===== src/rtl/inst_queue_pkg.sv =====
// Shared core definitions for the instruction queue: default widths and the
// queue entry type that couples an instruction word with its PC.

`ifndef INST_QUEUE_DEFINES
`define INST_QUEUE_DEFINES
`ifndef FETCH_WIDTH
`define FETCH_WIDTH 2
`endif
`ifndef INST_ADDR_WIDTH
`define INST_ADDR_WIDTH 32
`endif
`endif

package inst_queue_pkg;

    // PC width held inside a stored entry; follows the core-wide address width.
    localparam int IQ_PC_WIDTH = `INST_ADDR_WIDTH;

    // One queue slot: the instruction word and the PC it was fetched from.
    typedef struct packed {
        logic [31:0]            inst;
        logic [IQ_PC_WIDTH-1:0] pc;
    } iq_entry_t;

endpackage


===== src/rtl/inst_queue.sv =====
// Instruction queue between fetch and decode. Fetch pushes whole bundles of
// FETCH_WIDTH instructions; decode pops up to FETCH_WIDTH of the oldest
// entries per cycle. A flush (redirect) empties the queue at the next edge.

module inst_queue
    import inst_queue_pkg::*;
#(
    parameter int FETCH_WIDTH     = `FETCH_WIDTH,
    parameter int INST_ADDR_WIDTH = `INST_ADDR_WIDTH,
    parameter int DEPTH           = 16
) (
    input  logic                                        clk,
    input  logic                                        reset,
    input  logic                                        in_valid,
    input  logic [FETCH_WIDTH-1:0][31:0]                in_inst,
    input  logic [INST_ADDR_WIDTH-1:0]                  in_pc,
    output logic                                        in_ready,
    input  logic                                        flush,
    output logic [FETCH_WIDTH-1:0]                      out_valid,
    output logic [FETCH_WIDTH-1:0][31:0]                out_inst,
    output logic [FETCH_WIDTH-1:0][INST_ADDR_WIDTH-1:0] out_pc,
    input  logic                                        out_ready,
    output logic [$clog2(DEPTH):0]                      count
);

    localparam int PTR_W = $clog2(DEPTH);
    localparam int CNT_W = PTR_W + 1;

    // Storage is deliberately not reset; occupancy alone decides validity.
    iq_entry_t          mem_q [DEPTH];

    logic [PTR_W-1:0]   rdPtr_q, rdPtr_d;
    logic [PTR_W-1:0]   wrPtr_q, wrPtr_d;
    logic [CNT_W-1:0]   count_q, count_d;

    logic               enqFire;
    logic               deqFire;
    logic [CNT_W-1:0]   deqNum;

    // Handshake decisions, all based on the registered occupancy so that
    // in_ready never depends on what decode does in the same cycle.
    always_comb begin
        in_ready = (CNT_W'(DEPTH) - count_q) >= CNT_W'(FETCH_WIDTH);
        enqFire  = in_valid && in_ready && !flush;
        deqFire  = out_ready && (count_q != '0) && !flush;
        deqNum   = (count_q < CNT_W'(FETCH_WIDTH)) ? count_q : CNT_W'(FETCH_WIDTH);
    end

    // Next pointer/occupancy state; flush wins over any same-cycle push or pop.
    always_comb begin
        rdPtr_d = rdPtr_q;
        wrPtr_d = wrPtr_q;
        count_d = count_q;
        if (flush) begin
            rdPtr_d = '0;
            wrPtr_d = '0;
            count_d = '0;
        end else begin
            if (enqFire) begin
                wrPtr_d = wrPtr_q + PTR_W'(FETCH_WIDTH);
            end
            if (deqFire) begin
                rdPtr_d = rdPtr_q + PTR_W'(deqNum);
            end
            count_d = count_q
                    + (enqFire ? CNT_W'(FETCH_WIDTH) : CNT_W'(0))
                    - (deqFire ? deqNum : CNT_W'(0));
        end
    end

    // Pointer and occupancy registers; reset empties the queue immediately.
    always_ff @(posedge clk or posedge reset) begin
        if (reset) begin
            rdPtr_q <= '0;
            wrPtr_q <= '0;
            count_q <= '0;
        end else begin
            rdPtr_q <= rdPtr_d;
            wrPtr_q <= wrPtr_d;
            count_q <= count_d;
        end
    end

    // Write an accepted bundle; slot i gets the base PC plus 4*i.
    always_ff @(posedge clk) begin
        if (enqFire) begin
            for (int i = 0; i < FETCH_WIDTH; i++) begin
                mem_q[PTR_W'(wrPtr_q + PTR_W'(i))].inst <= in_inst[i];
                mem_q[PTR_W'(wrPtr_q + PTR_W'(i))].pc   <=
                    IQ_PC_WIDTH'(in_pc + INST_ADDR_WIDTH'(4 * i));
            end
        end
    end

    // Present the oldest entries to decode; valid bits are contiguous from slot 0.
    always_comb begin
        out_valid = '0;
        out_inst  = '0;
        out_pc    = '0;
        for (int k = 0; k < FETCH_WIDTH; k++) begin
            out_valid[k] = CNT_W'(k) < count_q;
            out_inst[k]  = mem_q[PTR_W'(rdPtr_q + PTR_W'(k))].inst;
            out_pc[k]    = INST_ADDR_WIDTH'(mem_q[PTR_W'(rdPtr_q + PTR_W'(k))].pc);
        end
    end

    assign count = count_q;

endmodule


===== config.mk =====
export PLATFORM = sky130hd
export DESIGN_NAME = inst_queue
export DESIGN_NICKNAME = d
export VERILOG_FILES = /design/src/rtl/inst_queue_pkg.sv /design/src/rtl/inst_queue.sv
export SDC_FILE = /design/constraint.sdc
export NUM_CORES = 2
export LEC_CHECK = 0
export CAP_MARGIN = 5
export CORE_MARGIN = 10
export CORE_UTILIZATION = 49
export DETAILED_ROUTE_END_ITERATION = 6
export PLACE_DENSITY = 0.67
export SYNTH_ARGS = -nofsm -noshare
export SYNTH_HDL_FRONTEND = slang
export SYNTH_SLANG_ARGS = --single-unit
export TNS_END_PERCENT = 30

===== constraint.sdc =====
create_clock -name clk -period 10.7 [get_ports clk]
set_input_delay 2.14 -clock clk [delete_from_list [all_inputs] [get_ports clk]]
set_output_delay 2.14 -clock clk [all_outputs]
set_load 0.05 [all_outputs]

==> results.md <==
* Die Y at 358 microns
* DR vias/cell at 6.26
* Status: completed
* Setup tns final at 0 ns
* Final min period at 7.62 ns
* Port Buf Inserts at 236
* CP Buf/Inv Count at 2
* Crit end category: primary output
* H-tree depth at 3
* WL met3 at 13.7 mm
* CP max-delay cell: dfrtp_4
* Fillers at 8,766
* Post-synthesis cell count at 3,906
* Worst Hold Path EP: wrPtr_q[2]
* Leak at 19.3 nW
* Post-DP Area at 0.0575 sq mm
* Netlist cell types at 43
* Final setup violation count at 0
* Top delay family on crit path: buffers and inverters
* Crit path kind: reg -> out
* CTS tree: done
* Tcrit/Tclk final at 0.712
* CTS root buffer: clkbuf_16
* Post-synth EDFFs at 1,024
* Post-CTS resize count at 0
* Worst-skew pair later-pin latency at 0.70 ns
* Synth warnings at 0
* Worst flop-to-flop path endpoint: mem_q[3][18]
* CP arrival at 5.48 ns
* IO Pins at 237
* Routed WL per cell at 29.5 microns
* Antenna-violating nets left at 0
* CP max stage delay at 1.01 ns
* Row count at 123
* Hold Path Cell Cnt at 2
* Asr flop ratio synth at 0.0116
* Peak supply drop at 0.230 mV
* Vias at 31,700
* Main synth FF type: edfxtp_1
* Commonest non-fill, non-tap cell in the layout: edfxtp_1
* Met1 wire length at 57.8 mm
* Hold_buf cts at 0
* Syn avg cell area at 14.3 sq um
* Max Cap Viol at 0
* Nets at 3,588
* Worst-margin pin slew at 1.16 ns
* Flop and latch count out of synthesis at 1,036
* Clock Sinks at 1,036
* Post-Syn Area at 0.0559 sq mm
* First-pass GRT wire length at 220 mm
* Die W at 358 microns
* Crit-path max FO at 54
* Min-delay src: wrPtr_q[2]
* Most frequent cells in the layout: 1,024 x edfxtp_1, 879 x nand2_1, 639 x mux4_2
* Peak Freq at 131 MHz
* Final Wtd Congestion at 0.774
* Cells along the critical path: ha_4, buf_4, mux4_2, mux4_2, clkdlybuf4s50_1
* Area of the multi-input gates at 0.0216 sq mm
* R2r startpoint: count[1]
* Total grt overflow at 0
* Area Overhead vs Synth at 9.48%
* Seq/Total Area, Yosys at 0.556
* Met2 wire len at 73.3 mm
* DP HPWL at 83.1 mm
* Core area at 0.113 sq mm
* Worst path most repeated cell: mux4_2
* CTS buffer count at 111
* Worst R2R Setup Slack at 5.19 ns
* Design Area, Final at 0.0612 sq mm
* Top sig layer: met5
* Hold Path Class: reg -> reg
* Unrepaired setup endpoints after global routing: false
* P per Cell Area at 228 mW/mm^2
* R2R cell count at 11
* Max-slew violations at 0
* DRT iter0 DRCs at 3,760
* Slew headroom at 0.223
* Initial antenna violation count at 14
* Largest net degree at the start of global routing at 140
* Drt total wl at 150 mm
* Req. time, crit path at 8.56 ns
* Tot GR Track Use at 0.233
* Setup bufs post-CTS at 0
* Deepest clock path buffer count at 3
* Startpoint types: register
* Final setup skew at 0.0208 ns
* Die area at 0.128 sq mm
* Net Count, Synth at 4,026
* DRT Pass-1 Iters at 6
* Detailed-route DRC error count at 0
* Final Hold Fails at 0
* Proportion of layout cells with a drive suffix above 1 at 0.261
* Register area at 0.0311 sq mm
* Worst-path clk slew at 0.06 ns
* Starting Density at 0.495
* Vias in the first global route at 32,200
[per-layer routing]
metal,vias to the layer above,global-route usage
li1,13300,-
met1,16500,0.310
met2,1575,0.381
met3,260,0.0488
met4,14,0.0772
met5,-,0
[cell families (layout without fill, tap and decap cells)]
| logic type | count (synthesis) | in the layout | synth area share |
|---|---|---|---|
| other | 0 | 6 | 0 |
| AND/OR/NAND/NOR | 1055 | 1055 | 0.0758 |
| buffers and inverters | 866 | 518 | 0.0606 |
| AO/OA/AOI/OAI | 23 | 23 | 0.00244 |
| flip-flops | 1036 | 1036 | 0.556 |
| XOR/XNOR | 234 | 234 | 0.0367 |
| adder cells (fa/ha/maj) | 19 | 19 | 0.00466 |
| multiplexers | 673 | 673 | 0.264 |
[worst register-to-register path: stages (launching register included)]
cell      delay [ns]
dfrtp_1         0.61
inv_1           0.13
ha_1            0.23
and2_1          0.14
ha_1            0.26
o2111a_2        0.26
inv_2           0.34
nand3_4         0.90
inv_6           1.01
buf_4           0.96
nand2_1         0.22
xnor2_1         0.16
[registers in the layout (all words and copies together), names as in the netlist]
signal and count:
rdPtr_q 4, count 5, mem_q 1024, wrPtr_q 3
[synth_stat cells (all sizes together) (3+ instances only)]
cell	instances	area, sq um
a21oi	8	40.0
xnor2	175	1530
xor2	59	517
nor4	8	56.3
nand2b	5	31.3
nand2	881	3310
fa	3	60.1
dfrtp	12	300
nor2	60	225
clkbuf	724	2720
edfxtp	1024	30700
nand4	8	50.1
o21ai	9	45.0
and4	8	70.1
nand3	30	170
nor3	34	180
mux2	33	372
nor2b	7	43.8
inv	21	78.8
ha	16	200
and3	8	50.1
mux4	639	14400
buf	119	578
[worst max-delay path by stage]
stage               start            to  slack (ns)  depth (start not counted)
5_1_grt        rdPtr_q[1]    out_pc[35]        2.74                          5
3_5_place_dp   rdPtr_q[1]    out_pc[35]        3.67                          5
3_3_place_gp   rdPtr_q[1]    out_pc[35]        3.68                          5
6_report       rdPtr_q[1]    out_pc[35]        3.08                          5
2_1_floorplan    in_valid  mem_q[15][0]        3.36                          3
4_1_cts        rdPtr_q[1]    out_pc[35]        2.92                          5
[where the power goes]
part / total (mW) / internal [mW] / switching (mW)
Sequential: 4.89 / 4.73 / 0.164
Combinational: 5.11 / 2.06 / 3.05
Clock: 3.94 / 2.34 / 1.60
Total: 13.9 / 9.12 / 4.82
[layout make-up]
| class | instances | area share |
|---|---|---|
| flip-flops and latches | 1036 | 0.508 |
| multi-input cells | 2004 | 0.352 |
| clock buffers | 131 | 0.0477 |
| repair buffers | 292 | 0.0463 |
| well taps | 1500 | 0.0307 |
| clock inverters | 72 | 0.0128 |
| inverters | 23 | 0.00227 |
| diodes | 6 | 0.000245 |
[metrics by stage]
step / cells / hold slack [ns] / util / power, mW / setup slack [ns]
final: 5064 / 0.653 / 0.542 / 13.9 / 3.08
after global routing: 5063 / 0.695 / 0.542 / 14.4 / 2.74
after CTS: 5058 / 0.650 / 0.542 / 14.0 / 2.92
after detailed placement: 4855 / 0.637 / 0.510 / 10.1 / 3.67
after global placement: 4855 / 0.625 / 0.510 / 10.1 / 3.68
after floorplan: 3906 / 0.574 / - / 8.53 / 3.36
Power figures use the tool's default switching activity.
